<file path="src/rtl/cpu_pkg.sv">
// Shared CPU definitions: instruction width, instruction field positions
// and the dispatch status flags reported by each core's dispatch queue.
package cpu_pkg;

  localparam int INSTR_W = 32;

  // Instruction field positions, decoded by the arbiter only
  localparam int FORCE_CORE_BIT = 27;
  localparam int CORE_SEL_BIT   = 26;
  localparam int SRC_FLAG_BIT   = 23;
  localparam int DEST_FLAG_BIT  = 22;
  localparam int DEST_ADDR_HI   = 21;
  localparam int DEST_ADDR_LO   = 11;
  localparam int SRC_ADDR_HI    = 10;
  localparam int SRC_ADDR_LO    = 0;

  typedef logic [INSTR_W-1:0] instr_t;

  typedef struct packed {
    logic almost_full;
    logic overflow;
    logic underflow;
  } dispatch_status_t;

endpackage

</file>
<file path="src/rtl/dq_storage.sv">
// Dispatch queue word storage: DEPTH x INSTR_W register array, one write
// port and one asynchronous read port. Contents are never reset.
module dq_storage
  import cpu_pkg::*;
#(
  parameter int DEPTH = 32,
  parameter int AW    = $clog2(DEPTH)
) (
  input  logic          clk,
  input  logic          wr_en,
  input  logic [AW-1:0] wr_addr,
  input  instr_t        wr_data,
  input  logic [AW-1:0] rd_addr,
  output instr_t        rd_data
);

  instr_t mem [DEPTH];

  genvar gi;
  generate
    for (gi = 0; gi < DEPTH; gi++) begin : g_entry
      always_ff @(posedge clk) begin
        if (wr_en && (wr_addr == AW'(gi))) begin
          mem[gi] <= wr_data;
        end
      end
    end
  endgenerate

  assign rd_data = mem[rd_addr];

endmodule

</file>
<file path="src/rtl/core_dispatch_queue.sv">
// Per-core in-order instruction dispatch queue with an in-flight issue cap.
// Optional same-cycle empty-queue bypass enabled by CORE_DISPATCH_BYPASS_EN.
module core_dispatch_queue
  import cpu_pkg::*;
#(
  parameter int DEPTH          = 32,
  parameter int ALMOST_FULL_TH = DEPTH - 4,
  parameter int MAX_INFLIGHT   = 4
) (
  input  logic                       clk,
  input  logic                       resetn,
  input  logic [INSTR_W-1:0]         in_instr,
  input  logic                       in_valid,
  output logic                       in_ready,
  output logic [INSTR_W-1:0]         out_instr,
  output logic                       out_valid,
  input  logic                       out_ready,
  input  logic                       retire,
  output logic [$clog2(DEPTH+1)-1:0] count,
  output logic                       almost_full,
  output logic                       overflow,
  output logic                       underflow
);

  localparam int AW = $clog2(DEPTH);
  localparam int CW = $clog2(DEPTH + 1);
  localparam int IW = $clog2(MAX_INFLIGHT + 1);

  logic [AW:0]      wr_ptr_reg, wr_ptr_next;
  logic [AW:0]      rd_ptr_reg, rd_ptr_next;
  logic [CW-1:0]    count_reg, count_next;
  logic [IW-1:0]    inflight_reg, inflight_next;
  dispatch_status_t status_reg, status_next;

  logic   empty, full, credit_ok;
  logic   bypass, push, wr_en, pop, issue;
  instr_t head_instr;

  assign empty     = (wr_ptr_reg == rd_ptr_reg);
  assign full      = (wr_ptr_reg[AW-1:0] == rd_ptr_reg[AW-1:0]) &&
                     (wr_ptr_reg[AW] != rd_ptr_reg[AW]);
  assign credit_ok = (inflight_reg < IW'(MAX_INFLIGHT));

`ifdef CORE_DISPATCH_BYPASS_EN
  assign bypass = empty && credit_ok && in_valid;
`else
  assign bypass = 1'b0;
`endif

  assign in_ready  = !full;
  assign out_valid = (!empty && credit_ok) || bypass;
  assign out_instr = bypass ? in_instr : (empty ? '0 : head_instr);

  // A bypassed word that issues immediately is never written
  assign issue = out_valid && out_ready;
  assign push  = in_valid && !full;
  assign wr_en = push && !(bypass && out_ready);
  assign pop   = issue && !empty;

  dq_storage #(
    .DEPTH (DEPTH),
    .AW    (AW)
  ) u_storage (
    .clk     (clk),
    .wr_en   (wr_en),
    .wr_addr (wr_ptr_reg[AW-1:0]),
    .wr_data (in_instr),
    .rd_addr (rd_ptr_reg[AW-1:0]),
    .rd_data (head_instr)
  );

  always_comb begin
    wr_ptr_next   = wr_ptr_reg;
    rd_ptr_next   = rd_ptr_reg;
    count_next    = count_reg;
    inflight_next = inflight_reg;
    status_next   = status_reg;

    if (wr_en) wr_ptr_next = wr_ptr_reg + (AW+1)'(1);
    if (pop)   rd_ptr_next = rd_ptr_reg + (AW+1)'(1);

    case ({wr_en, pop})
      2'b10:   count_next = count_reg + CW'(1);
      2'b01:   count_next = count_reg - CW'(1);
      default: count_next = count_reg;
    endcase

    // Retire with nothing in flight saturates at zero and is flagged
    case ({issue, retire})
      2'b10: inflight_next = inflight_reg + IW'(1);
      2'b01: if (inflight_reg != '0) inflight_next = inflight_reg - IW'(1);
      default: inflight_next = inflight_reg;
    endcase

    status_next.overflow    = status_reg.overflow || (in_valid && full);
    status_next.underflow   = status_reg.underflow ||
                              (retire && !issue && (inflight_reg == '0));
    status_next.almost_full = (int'(count_next) >= ALMOST_FULL_TH);
  end

  always_ff @(posedge clk or negedge resetn) begin
    if (!resetn) begin
      wr_ptr_reg   <= '0;
      rd_ptr_reg   <= '0;
      count_reg    <= '0;
      inflight_reg <= '0;
      status_reg   <= '0;
    end else begin
      wr_ptr_reg   <= wr_ptr_next;
      rd_ptr_reg   <= rd_ptr_next;
      count_reg    <= count_next;
      inflight_reg <= inflight_next;
      status_reg   <= status_next;
    end
  end

  assign count       = count_reg;
  assign almost_full = status_reg.almost_full;
  assign overflow    = status_reg.overflow;
  assign underflow   = status_reg.underflow;

endmodule

</file>
<file path="config.mk">
export PLATFORM = sky130hd
export DESIGN_NAME = core_dispatch_queue
export DESIGN_NICKNAME = d
export VERILOG_FILES = /design/src/rtl/cpu_pkg.sv /design/src/rtl/dq_storage.sv /design/src/rtl/core_dispatch_queue.sv
export SDC_FILE = /design/constraint.sdc
export NUM_CORES = 1
export LEC_CHECK = 0
export BUFFER_PORTS_ARGS = -buffer_cell sky130_fd_sc_hd__buf_4
export CELL_PAD_IN_SITES_DETAIL_PLACEMENT = 2
export CELL_PAD_IN_SITES_GLOBAL_PLACEMENT = 2
export CORE_MARGIN = 2
export CORE_UTILIZATION = 25
export CTS_CLUSTER_SIZE = 24
export DETAILED_ROUTE_END_ITERATION = 16
export PLACE_DENSITY = 0.48
export SYNTH_ARGS = -nofsm -noshare
export SYNTH_HDL_FRONTEND = slang
export SYNTH_SLANG_ARGS = --single-unit
</file>
<file path="constraint.sdc">
create_clock -name clk -period 6.1 [get_ports clk]
set_input_delay 0 -clock clk [delete_from_list [all_inputs] [get_ports clk]]
set_output_delay 0 -clock clk [all_outputs]
set_load 0.02 [all_outputs]
</file>
Word-level counts from Yosys, hierarchy flattened
Memory sizes are Yosys's and may differ from the RTL's.
Index checks and enable logic that the tools add are counted.
{"block": "word_totals", "word_cells": 297, "n_memories": 1, "ff_bits": 24, "ramBits": 1024}
{"block": "op_classes", "reduce_logical": 81, "n_eq_ne": 39, "order_cmp": 2, "mux": 161, "add_sub_neg": 6}
{"memory": "u_storage.mem", "words": 32, "word_bits": 32, "read_ports": 1, "rd_ports_with_merged_regs": 0, "wr": 1, "line": "dq_storage.sv:17", "source": "instr_t mem [DEPTH];"}
{"operator": "$mux W32", "n": 32}
{"operator": "$reduce_or A32 Y1", "n": 31}
{"operator": "$mux W5", "n": 31}
{"operator": "$mux W1", "n": 95}
{"operator": "$eq A5 B5 Y1 const B", "n": 16}
{"operator": "$eq A5 B4 Y1 const B", "n": 8}
{"operator": "$logic_and A1 B1 Y1", "n": 40}
{"operator": "$eq A5 B3 Y1 const B", "n": 4}
{"operator": "$add A6 B1 Y6 const B", "n": 3}
{"operator": "$pmux W6 S2", "n": 1}
{"operator": "$eq A5 B2 Y1 const B", "n": 2}
{"operator": "$eq A6 B6 Y1", "n": 1}
{"operator": "$ge A6 B5 Y1 const B", "n": 1}
{"operator": "$pmux W3 S2", "n": 1}
{"operator": "$sub A6 B1 Y6 const B", "n": 1}
{"operator": "$eq A5 B1 Y1 const B", "n": 1}
{"operator": "$eq A5 B5 Y1", "n": 1}
{"operator": "$logic_not A5 Y1", "n": 1}
{"operator": "$eq A2 B1 Y1 const B", "n": 2}
{"operator": "$eq A2 B2 Y1 const B", "n": 2}
{"operator": "$add A3 B1 Y3 const B", "n": 1}
{"operator": "$logic_not A1 Y1", "n": 3}
{"operator": "$logic_not A3 Y1", "n": 1}
{"operator": "$lt A3 B3 Y1 const B", "n": 1}
{"operator": "other kinds (8)", "n": 9}

Logic depth before layout (Yosys ltp)
{"block": "logic_depth", "depth_word": 39, "depth_mapped": 16, "ltp_nobuf": 13}

By module
From an unflattened synthesis, not the netlist that was laid out.
{"block": "hier_totals", "hier_cells": 2401, "area_unflattened_um2": 41449.8}
{"mod": "dq_storage", "seq_area_each_um2": 30749.5, "cells_each": 2233, "n_inst": 1, "area_per_inst_um2": 39853.2}
{"mod": "core_dispatch_queue", "seq_area_each_um2": 600.6, "cells_each": 168, "n_inst": 1, "area_per_inst_um2": 1596.5}

Worst setup path after synthesis
No wires, ideal clock.
{"block": "synth_timing", "kind": "reg2reg", "from": "reg rd_ptr_reg[0]", "to": "mem u_storage.mem[2][0] (netlist name) (enable)", "t_arrival_ps": 3344, "setup_ps": 421, "path_stages_with_launch": 11, "path_slack_ps": 2335, "period_less_slack_ps": 3765, "cell_sequence": "dfrtp_1 buf_2 xor2_1 nor3_2 nand3_1 and2_1 clkbuf_1 inv_1 or3_1 clkbuf_1 nor2_1"}
{"block": "synth_between", "elab_chain_len": 39, "word_cells_on_any_way": 193, "cone_classes": "1 x eq/ne; 126 x mux; 66 x reduce/logical"}
{"item": "start, declared", "line": "core_dispatch_queue.sv:30", "source": "logic [AW:0] rd_ptr_reg, rd_ptr_next;"}
{"item": "start signal, assigned", "line": "core_dispatch_queue.sv:110", "source": "rd_ptr_reg <= rd_ptr_next;"}
{"item": "$eq A5 B5 Y1 (*)", "line": "core_dispatch_queue.sv:40", "source": "assign full = (wr_ptr_reg[AW-1:0] == rd_ptr_reg[AW-1:0]) &&"}
{"item": "$logic_and A1 B1 Y1 (*)", "line": "core_dispatch_queue.sv:40"}
{"item": "$logic_not A1 Y1 (*)"}
{"item": "net in_ready", "line": "core_dispatch_queue.sv:14", "source": "output logic in_ready,"}
{"item": "$logic_and A1 B1 Y1 (*)", "line": "core_dispatch_queue.sv:56", "source": "assign push = in_valid && !full;"}
{"item": "$logic_and A1 B1 Y1", "line": "dq_storage.sv:23", "source": "if (wr_en && (wr_addr == AW'(gi))) begin"}
{"item": "$mux W1", "line": "dq_storage.sv:23"}
{"item": "$mux W1 (not written as such)", "line": "dq_storage.sv:24", "source": "mem[gi] <= wr_data;"}
{"item": "$reduce_or A32 Y1 (no line)"}
{"item": "$mux W5 (no line) or $mux W1 (tied branches) (31 in series)"}
{"item": "end, declared", "line": "dq_storage.sv:17"}
Mark *: on every way through the listed nets, which the timed path passes. The rest lies on a longest branch.

Final worst setup path
{"block": "layout_timing", "from": "reg rd_ptr_reg[0]", "to": "out out_instr[17]"}
{"block": "layout_between", "elab_chain_len": 2, "word_cells_on_any_way": 3, "cone_classes": "1 x eq/ne; 1 x mux; 1 x memory"}
{"item": "$mem_v2 Z32 W32 or $eq A6 B6 Y1 (tied branches)"}
{"item": "$mux W32 (*)", "line": "core_dispatch_queue.sv:52", "source": "assign out_instr = bypass ? in_instr : (empty ? '0 : head_instr);"}
{"item": "end, declared", "line": "core_dispatch_queue.sv:15", "source": "output logic [INSTR_W-1:0] out_instr,"}
Mark *: on every way between the ends. The rest lies on a longest branch, timed or not.

==> reports/metrics.yaml <==
die_area_mm2: 0.165
grt_overflow: 0
final_area_mm2: 0.0482
final_common_cell: "edfxtp_1"
synthCells: 1682
largest_reg_flops: 1024
required_ns: 6.10
clockRootBuffer: "clkbuf_16"
ir_worst_vdd_mv: 0.327
ctsResizeCount: 0
cpMostUsedCell: "buf_4"
drive_above_1_share_pct: 33.3
synth_cell_types: 48
core.rowCount: 147
cts_tree: "built"
synth_compound_area_share_pct: 0.554
synth_fp_nets: 1729
syn-mean-instance-area_um2: 24.0
final_nets: 1920
yosysSeqAreaShare_pct: 77.5
die_w_um: 406
drt_wl_total_um: 115000
synthXorXnorAreaFrac_pct: 0.520
instances_no_fill: 4125
worst_pin_slew_ns: 1.11
cp_slowest_cell: "dfrtp_4"
post-route-worst-setup-slack_ns: 1.62
num_vias: 18400
area_delta_synth_final_pct: 19.3
synth_fa_ha_area_share_pct: 0.328
yosys.area_share.simple_pct: 1.20
synth_top_family_by_area: "multiplexers"
grt_pass1_wl_um: 162000
grt_use_total_pct: 14.0
grt_pass1_vias: 20500
hold_viol: 0
die_height_um: 406
grt_max_degree: 101
endpoint_kind: "output port"
synth-seq-cells: 1048
rsz0062_at_grt: "false"
critPathLaunchType: "flop"
path_clk_slew_ns: 0.06
crit_buf_inv: 3
cp_max_fo: 30
power_leakage_nw: 14.8
yosys_warnings: 0
num_io_pins: 80
start_util_pct: 25.2
relSlewSlack_pct: 26.0
final_cell_mix: "1024 x edfxtp_1, 320 x mux4_2, 116 x clkbuf_16, 109 x buf_4, 39 x nor2_1"
muxShareOfSynthArea_pct: 18.7
crit_path_max_incr_delay_ns: 0.74
hold_class: "primary input to flop"
ctsHoldBuffers: 38
critPathTopFamily: "buffers and inverters"
drc_errors: 0
synth_flop_cell: "edfxtp_1"
period_needed_ns: 4.48
dr.first_iter.drc_count: 1376
core_mm2: 0.161
dpl.hpwl_um: 61700
syn_area_mm2: 0.0404
synth-edff-count: 1024
drt-pass1-iter-count: 5
final_util_pct: 30.0
post-place-ws_ns: 1.94
cap_viol_max_count: 0
maxSlewViolCount: 0
gp_congestion: 0.700
placedInstanceArea_mm2: 0.0442
finalClockSkew_ns: 0.0383
htreeDepth: 3
clk_latency_ns: 0.73
post_cts_buffers: 0
path_cells: "buf_4 > buf_4 > mux4_2 > mux4_2 > mux2i_1 > nor2_1 > buf_4"
cellPowerDensity_mw_per_mm2: 467
dpl.cell_count: 3878
n_antenna_cell: 0
cts_buffer_depth: 3
antenna_left: 0
clock.fmax_mhz: 223
tns_ns: 0
wl_per_cell_um: 27.8
crit_arrival_ns: 4.48
ys_async_sr_fraction_pct: 2.29
antenna_found_initial: 1
critPathKind: "flop to output port"
setup_viol: 0
status: "finished clean"
clkSinkCount: 1048
regMostFlops: "u_storage.mem"
numCtsBuffers: 115
vias_per_cell: 4.47
portBuffers: 79
period_share_pct: 73.4
rrSetupSlack_ns: 1.98
[worst paths after layout]
check / start / endpoint / depth (start not counted)
worst max-delay path: rd_ptr_reg[0] / out_instr[17] / 7
worst min-delay path: retire / inflight_reg[2] / 3
worst max register to register: rd_ptr_reg[0] / u_storage.mem[0][17] / 8
worst min register to register: underflow / underflow / 2
max in group asynchronous: resetn / rd_ptr_reg[3] / 4
min in group asynchronous: resetn / underflow / 4
[tightest hold or removal path: stages]
cell,delay (ns)
dlygate4sd3_1,0.54
buf_4,0.18
o31ai_1,0.09
[where the power goes]
group | switching [W] | internal [W]
logic | 0.00385 | 0.00311
registers | 0.000300 | 0.00845
clock network | 0.00289 | 0.00394
[layer usage]
metal  global-route usage, %  up-vias  share of wire [%]
met1                    19.7    10400                 46
met4                    3.58        0                2.0
met3                    2.04      146                3.4
met5                       0        -                  0
met2                    22.9      330                 48
li1                        -     7580                  -
[layout make-up]
cell class,instances,area (um2)
timing repair buffer,167,1610
multi-input combinational,529,8830
clock buffer,142,3000
clock inverter,67,667
inverter,12,57.6
sequential,1048,31400
fill,15900,112000
tap,2160,2700
[cells in the mapped netlist, drive strengths merged, types with 3 or more instances]
cell type / count / share of area [%]
or3: 3 / 0.046
edfxtp: 1024 / 76
dfrtp: 24 / 1.5
o21ai: 5 / 0.062
nand2: 19 / 0.18
and3: 5 / 0.077
a21oi: 8 / 0.11
ha: 9 / 0.28
nor2: 69 / 0.64
mux4: 320 / 18
buf: 46 / 0.60
nand3: 6 / 0.087
inv: 11 / 0.10
xnor2: 12 / 0.26
xor2: 12 / 0.26
clkbuf: 47 / 0.44
mux2i: 32 / 0.79
[kinds of logic (layout without fill, tap and decap cells)]
group                    Yosys count  in the layout
buffers and inverters            105            388
adder cells (fa/ha/maj)           10             10
AND/OR/NAND/NOR                  112            112
multiplexers                     354            354
XOR/XNOR                          24             24
flip-flops                      1048           1048
AO/OA/AOI/OAI                     29             29
[per-stage QoR]
stage	hold WS (ns)	total power [W]
finish	0.124	0.0225
global route	0.152	0.0236
CTS	0.0737	0.0230
detailed placement	-0.0604	0.0161
global placement	-0.0640	0.0160
floorplan	-0.296	0.0133
No activity file was read; power rests on OpenSTA's default activity.
